**src/rtl/sha256_msg_schedule.sv**
```systemverilog
// sha256_msg_schedule
//   SHA-256 message schedule. Takes the 16 words of a 512-bit block serially,
//   forwards them as W0..W15, then forms W16..W63 by handing
//   sigma1(W[t-2]), W[t-7], sigma0(W[t-15]) and W[t-16] to an external
//   4-operand carry-save compressor and capturing its sum mod 2^32.
//   Every Wt leaves on a valid/ready stream tagged with its round index.
//
// Ports
//   clk, rst_n                 clock, asynchronous active-low reset
//   start                      begins a block when idle
//   w_in_valid/ready/data      message word input, M0 first
//   op_a..op_d, op_cin         compressor operands (op_cin is always zero)
//   cmp_sum                    compressor sum, only bits [31:0] are used
//   wt_valid/ready/data/idx    schedule word output stream
//   busy                       block in progress
//   done                       one-cycle pulse after W63 is accepted
//
// Build option
//   SCHED_OPREG_EN: registers op_a..op_d. Each expanded word then takes two
//   cycles (operand load, then sum capture). Message load timing is unchanged.
module sha256_msg_schedule #(
  parameter int unsigned WORD_W = 32,
  parameter int unsigned ROUNDS = 64
) (
  input  logic              clk,
  input  logic              rst_n,
  input  logic              start,
  input  logic              w_in_valid,
  input  logic [WORD_W-1:0] w_in_data,
  output logic              w_in_ready,
  output logic [WORD_W-1:0] op_a,
  output logic [WORD_W-1:0] op_b,
  output logic [WORD_W-1:0] op_c,
  output logic [WORD_W-1:0] op_d,
  output logic [WORD_W-1:0] op_cin,
  input  logic [WORD_W+1:0] cmp_sum,
  output logic              wt_valid,
  input  logic              wt_ready,
  output logic [WORD_W-1:0] wt_data,
  output logic [5:0]        wt_idx,
  output logic              busy,
  output logic              done
);

  typedef enum logic [1:0] {IDLE, LOAD, EXPAND, DRAIN} state_t;

  localparam logic [5:0] LOAD_LAST = 6'd15;
  localparam logic [5:0] LAST_T    = 6'(ROUNDS - 1);

  state_t            state;
  logic [5:0]        t;
  logic [WORD_W-1:0] win [16];

  logic              slot_free;
  logic              load_acc;
  logic              exp_fire;
  logic              new_word;
  logic [WORD_W-1:0] new_data;
  logic              unused_sum_hi;

  function automatic logic [31:0] small_sigma0(input logic [31:0] x);
    return {x[6:0], x[31:7]} ^ {x[17:0], x[31:18]} ^ (x >> 3);
  endfunction

  function automatic logic [31:0] small_sigma1(input logic [31:0] x);
    return {x[16:0], x[31:17]} ^ {x[18:0], x[31:19]} ^ (x >> 10);
  endfunction

  // Carry-out bits of the compressor are dropped: every sum is mod 2^32.
  assign unused_sum_hi = ^cmp_sum[WORD_W+1:WORD_W];

  assign op_cin     = '0;
  assign slot_free  = !wt_valid || wt_ready;
  assign w_in_ready = (state == LOAD) && slot_free;
  assign busy       = (state != IDLE);
  assign load_acc   = (state == LOAD) && w_in_valid && slot_free;
  assign new_word   = load_acc || exp_fire;
  assign new_data   = (state == LOAD) ? w_in_data : cmp_sum[WORD_W-1:0];

`ifdef SCHED_OPREG_EN
  // op_phase=0: operands are loaded from the window this cycle;
  // op_phase=1: the compressor sum is captured once the output slot is free.
  // The window only moves on a capture, so the loaded operands stay current.
  logic op_phase;

  assign exp_fire = (state == EXPAND) && op_phase && slot_free;

  always_ff @(posedge clk or negedge rst_n) begin
    if (!rst_n) begin
      op_phase <= 1'b0;
      op_a     <= '0;
      op_b     <= '0;
      op_c     <= '0;
      op_d     <= '0;
    end else if (state == EXPAND) begin
      if (!op_phase) begin
        op_a     <= small_sigma1(win[14]);
        op_b     <= win[9];
        op_c     <= small_sigma0(win[1]);
        op_d     <= win[0];
        op_phase <= 1'b1;
      end else if (exp_fire) begin
        op_phase <= 1'b0;
      end
    end else begin
      op_phase <= 1'b0;
    end
  end
`else
  assign exp_fire = (state == EXPAND) && slot_free;
  assign op_a     = small_sigma1(win[14]);
  assign op_b     = win[9];
  assign op_c     = small_sigma0(win[1]);
  assign op_d     = win[0];
`endif

  always_ff @(posedge clk or negedge rst_n) begin
    if (!rst_n) begin
      state    <= IDLE;
      t        <= '0;
      wt_valid <= 1'b0;
      wt_data  <= '0;
      wt_idx   <= '0;
      done     <= 1'b0;
      for (int unsigned i = 0; i < 16; i++) begin
        win[i] <= '0;
      end
    end else begin
      done <= 1'b0;

      if (new_word) begin
        wt_data  <= new_data;
        wt_idx   <= t;
        wt_valid <= 1'b1;
        for (int unsigned i = 0; i < 15; i++) begin
          win[i] <= win[i+1];
        end
        win[15] <= new_data;
        // t holds at the last round so the 6-bit counter never wraps.
        if (t != LAST_T) begin
          t <= t + 6'd1;
        end
      end else if (wt_valid && wt_ready) begin
        wt_valid <= 1'b0;
      end

      unique case (state)
        IDLE: begin
          if (start) begin
            state <= LOAD;
            t     <= '0;
          end
        end
        LOAD: begin
          if (load_acc && (t == LOAD_LAST)) begin
            state <= EXPAND;
          end
        end
        EXPAND: begin
          if (exp_fire && (t == LAST_T)) begin
            state <= DRAIN;
          end
        end
        DRAIN: begin
          if (wt_valid && wt_ready) begin
            state <= IDLE;
            done  <= 1'b1;
            t     <= '0;
          end
        end
        default: state <= IDLE;
      endcase
    end
  end

endmodule
```
**config.mk**
```make
export PLATFORM = sky130hd
export DESIGN_NAME = sha256_msg_schedule
export DESIGN_NICKNAME = d
export VERILOG_FILES = /design/src/rtl/sha256_msg_schedule.sv
export SDC_FILE = /design/constraint.sdc
export NUM_CORES = 1
export LEC_CHECK = 0
export ABC_AREA = 1
export BUFFER_PORTS_ARGS = -buffer_cell sky130_fd_sc_hd__buf_4
export CORE_ASPECT_RATIO = 0.5
export CORE_UTILIZATION = 40
export CTS_CLUSTER_DIAMETER = 50
export CTS_CLUSTER_SIZE = 10
export DETAILED_ROUTE_END_ITERATION = 6
export PLACE_DENSITY = 0.59
export SYNTH_ARGS = -nofsm -noshare
export SYNTH_HDL_FRONTEND = slang
export SYNTH_SLANG_ARGS = --single-unit
```
**constraint.sdc**
```tcl
create_clock -name clk -period 5.1 [get_ports clk]
set_input_delay 0.51 -clock clk [delete_from_list [all_inputs] [get_ports clk]]
set_output_delay 0.51 -clock clk [all_outputs]
set_load 0.05 [all_outputs]
```
* Word-level counts from Yosys, hierarchy flattened
Index checks and enable logic that the tools add are counted.
** Storage, ports and cells
- Output and inout port bits :: 202
- Input bits :: 71
- Register bits after elaboration :: 528
- Word-level logic and storage cells :: 65
** Operators by class
- Bitwise logic cells :: 4
- Equal/unequal tests :: 10
- Multiplexer cells :: 15
- Add/sub/neg operators :: 1
- Reductions and logical operators :: 14
** Operator list (number)
- $xor A32 B32 Y32 :: 2
- $mux W32 :: 1
- $xor A32 B22 Y32 :: 1
- $xor A32 B29 Y32 :: 1
- $mux W6 :: 4
- $pmux W6 S2 :: 1
- $mux W2 :: 4
- $pmux W2 S4 :: 1
- $logic_and A1 B1 Y1 :: 7
- $add A6 B1 Y6 const B :: 1
- $eq A6 B4 Y1 const B :: 1
- $eq A6 B6 Y1 const B :: 1
- $ne A6 B6 Y1 const B :: 1
- $eq A2 B2 Y1 const B :: 2
- $mux W1 :: 4
- $ne A2 B1 Y1 const B :: 2
- $ne A2 B2 Y1 const B :: 2
- $reduce_and A4 Y1 :: 1
- $reduce_bool A2 Y1 :: 2
- $eq A2 B1 Y1 const B :: 1
- $logic_not A2 Y1 :: 1
- $logic_or A1 B1 Y1 :: 2
- $logic_not A1 Y1 :: 1

* Logic depth before layout (Yosys ltp)
- Depth after elaboration :: 7
- Gate-level depth with buffers :: 11
- Depth with buffers taken out :: 9

* Worst setup path after synthesis
OpenSTA, ideal clock, no wires.
- Kind :: reg-to-output
- From :: register state[1]
- To :: output port w_in_ready
- Path buffers :: 2
- Cell stages (with the launch flop) :: 7
- Slack :: 2.842 ns
- Data required time :: 4.590 ns
- Arrival time :: 1.748 ns
- Cells stage by stage :: dfrtp_1 -> inv_1 -> ha_1 -> buf_2 -> inv_1 -> clkbuf_1 -> nor2_1
** On the way
- Longest elaborated chain between the ends :: 2
** RTL lines
- start, declared :: RTL line 50 : state_t state;
- start signal, assigned :: RTL line 119 : state <= IDLE;
- start signal, assigned :: RTL line 150 : state <= LOAD;
- start signal, assigned :: RTL line 156 : state <= EXPAND;
- $eq A2 B1 Y1 :: RTL line 74 : assign w_in_ready = (state == LOAD) && slot_free;
- $logic_and A1 B1 Y1 :: RTL line 74
- end, declared :: RTL line 30 : output logic w_in_ready,
No other way between the ends.

* Worst setup path in the final report
- From :: register state[0]
- To :: register win (netlist bit op_d[18])
** On the way
- Longest elaborated chain between the ends :: 4
- Elaborated cells between the ends (all ways) :: 6
- Those cells by class :: 2 x eq/ne; 4 x reduce/logical
** RTL lines
- $eq A2 B1 Y1 :: RTL line 76 : assign load_acc = (state == LOAD) && w_in_valid && slot_free;
- $logic_and A1 B1 Y1 (2 in a row) :: RTL line 76
- $logic_or A1 B1 Y1 * :: RTL line 77 : assign new_word = load_acc || exp_fire;
- end signal, assigned by index :: RTL line 136 : win[i] <= win[i+1];
- end, declared :: RTL line 52 : logic [WORD_W-1:0] win [16];
Mark *: on every way between the ends. The rest lies on a longest branch, timed or not.
A chain may end at the register's enable or synchronous reset.

==> results.tsv <==
stage	metric	value	unit
setup_path	CP Class	register to register	
floorplan	Die Width	337	um
drt	final wirelength	46600	um
logic_synthesis	synth warn	0	
cells_and_area	final core occ	0.462	
cells_and_area	Area growth syn-to-layout	12.3	%
drt	vias	14247	
setup_path	Arr. time, crit path	3.57	ns
cts	CTS sink cnt	528	
placed_design	PortBufs	238	
logic_synthesis	Compound-Gate Fraction of Synth Area	0.122	
placed_design	Post-Place Worst Slack	1.92	ns
logic_synthesis	synthesized area	22500	um2
cells_and_area	final net count	2508	
timing	setup slack after layout	1.97	ns
flow_run	MaxCap Viol Count	0	
drt	# DRC	0	
setup_path	Worst Setup End Kind	register	
timing	Tcrit/Tclk final	0.613	
cells_and_area	Fill cells	5269	
cts	CTS max path bufs	3	
drt	ANT nets after route	0	
global_routing	first-pass GRT wire length	76300	um
cells_and_area	most common cell after layout, fill and taps aside	nand2_1	
logic_synthesis	Synth Area per Inst	9.61	um2
cts	TritonCTS clock tree	yes	
global_routing	vias in the first global route	13874	
setup_path	Startpoint Class	register	
cts	clk_lat worst skew	0.59	ns
floorplan	core area	54600	um2
logic_synthesis	Yosys top cell by area	dfrtp_1	
timing	hold slack	0.185	ns
setup_path	R2R Path End	op_d[18]	
logic_synthesis	top cells by area, synth	dfrtp_1 59%, nand2_1 11%, o21ai_0 7.9%	
setup_path	Worst R2R Path Depth	7	
timing	FMAX	320	MHz
drt	drt pass-1 iters	5	
min_path	Hold Path Class	input pin to register	
logic_synthesis	mux cell area share after synthesis	0	
logic_synthesis	sequential cell area fraction in the yosys report	0.588	
timing	actual slew at the worst max-slew pin	1.17	ns
setup_path	R2R setup slack	1.97	ns
floorplan	DIE AREA	57200	um2
min_path	hold path depth	3	
cts	root buffer cell	clkbuf_16	
logic_synthesis	post-synth top area share	0.588	
drt	drt wl/cell	14.7	um
timing	final hold vios	0	
drt	Via density	4.48	
drt	Starting DRT DRC Count	1125	
timing	Slew headroom	0.222	
logic_synthesis	synthesized instance count	2337	
logic_synthesis	Yosys cell types	25	
timing	Max Slew Vio Count	0	
logic_synthesis	largest family of logic cells by synthesized area	buffers and inverters	
floorplan	Initial Util	0.412	
timing	Worst Skew	0.0202	ns
timing	Final setup viols	0	
logic_synthesis	Post-Synth Adder-Cell Area	0.00334	
cts	TritonCTS Buffers	58	
cts	Post-CTS Setup Inserts	0	
logic_synthesis	#FFs+latches synth	528	
cts	Clock transition at path regs	0.06	ns
setup_path	worst r2r src	state[0]	
global_routing	Overall Global Routing Usage	0.167	
min_path	min-delay src	wt_ready	
setup_path	Worst Path Required	5.54	ns
outcome	status	completed	
placed_design	gpl congestion	0.781	
floorplan	row cnt	60	
logic_synthesis	Synth Area in Simple Gates	0.118	
global_routing	total gr overflow	0	
cells_and_area	diode count	0	
timing	RSZ-0062 raised after global routing	false	
global_routing	initial antenna violation count	0	
cells_and_area	share of cells above drive strength 1	0.155	
cts	number of H-tree levels	2	
placed_design	hpwl dp	30400	um
cells_and_area	commonest cells after routing, fill and taps aside	637 x nand2_1, 528 x dfrtp_1, 354 x o21ai_0	
timing	setup_tns	0	ns
floorplan	Top Ports	273	
timing	fin crit period	3.13	ns
global_routing	largest net degree at the start of global routing	293	
setup_path	CP max FO	164	
floorplan	Die Y	170	um
min_path	Hold Path Sink	done	
logic_synthesis	Post-Synth XOR/XNOR Area	0.0448	
==> cells by family (layout without fill, tap and decap cells) <==
family,Yosys count,in the layout
buffers and inverters,493,559
adder cells (fa/ha/maj),6,6
flip-flops,528,528
XOR/XNOR,115,115
AO/OA/AOI/OAI,496,496
other,1,32
AND/OR/NAND/NOR,698,698
==> area by class of cell <==
type,instances,area (um2),area share
sequential,528,13200,0.524
multi-input combinational,1347,6620,0.262
timing repair buffer,254,2020,0.0799
clock buffer,63,1530,0.0608
tap,744,931,0.0369
inverter,242,916,0.0363
==> state kept, by name, indices dropped and copies added (netlist names) <==
signal    count
win         448
op_b         32
op_d         32
t             6
wt_idx        6
state         2
done          1
wt_valid      1
==> metrics by stage <==
step                      area (um2)  std cells
after floorplan                22600       2368
after global placement         23700       3114
after detailed placement       23700       3114
after CTS                      25200       3178
after global routing           25200       3178
final                          25200       3178
==> worst max-delay path by stage <==
stage	from	to	slack [ns]	cells after the start
floorplan	state[1]	w_in_ready	2.84	6
global placement	wt_ready	op_d[19]	1.96	8
detailed placement	wt_ready	op_d[18]	1.92	8
CTS	state[0]	op_d[18]	1.93	7
global route	state[0]	op_d[22]	1.66	7
finish	state[0]	op_d[18]	1.97	7
==> worst max-delay path: stages, from the launching register on <==
cell and delay (ns):
dfrtp_1 0.41, inv_1 0.10, ha_1 0.23, nand2_1 0.17
nand2_8 0.51, inv_8 0.77, buf_4 0.57, o21ai_0 0.15
==> Yosys cell counts <==
cell type and n:
nand3_1 6, clkbuf_1 23, nand3_2 1, buf_6 42
inv_2 1, dfrtp_1 528, buf_4 145, or2_1 1
xnor2_1 51, nand2_1 637, a21oi_1 5, ha_1 6
nand4_1 4, o21ai_2 59, conb_1 1, buf_2 41
a31oi_1 32, o21ai_1 46, nor2_1 45, nand2_2 2
or2_2 1, xor2_1 64, nand3b_1 1, inv_1 241
o21ai_0 354
==> layer usage <==
metal / up-vias / GRT usage / share of wire
met3: 57 / 0.0318 / 0.040
met2: 211 / 0.255 / 0.44
met5: - / 0 / 0
met1: 6649 / 0.245 / 0.50
li1: 7330 / - / -
met4: 0 / 0.0360 / 0.014
==> timing repair <==
action	4_1_cts	5_1_grt
hold endpoints to repair	57	0
resized for setup	0	0
hold buffers	1	0
endpoints found under the setup margin	0	0
Power is not shown: default switching activity piles up to over one toggle a cycle in this logic, so the estimate is an artifact.
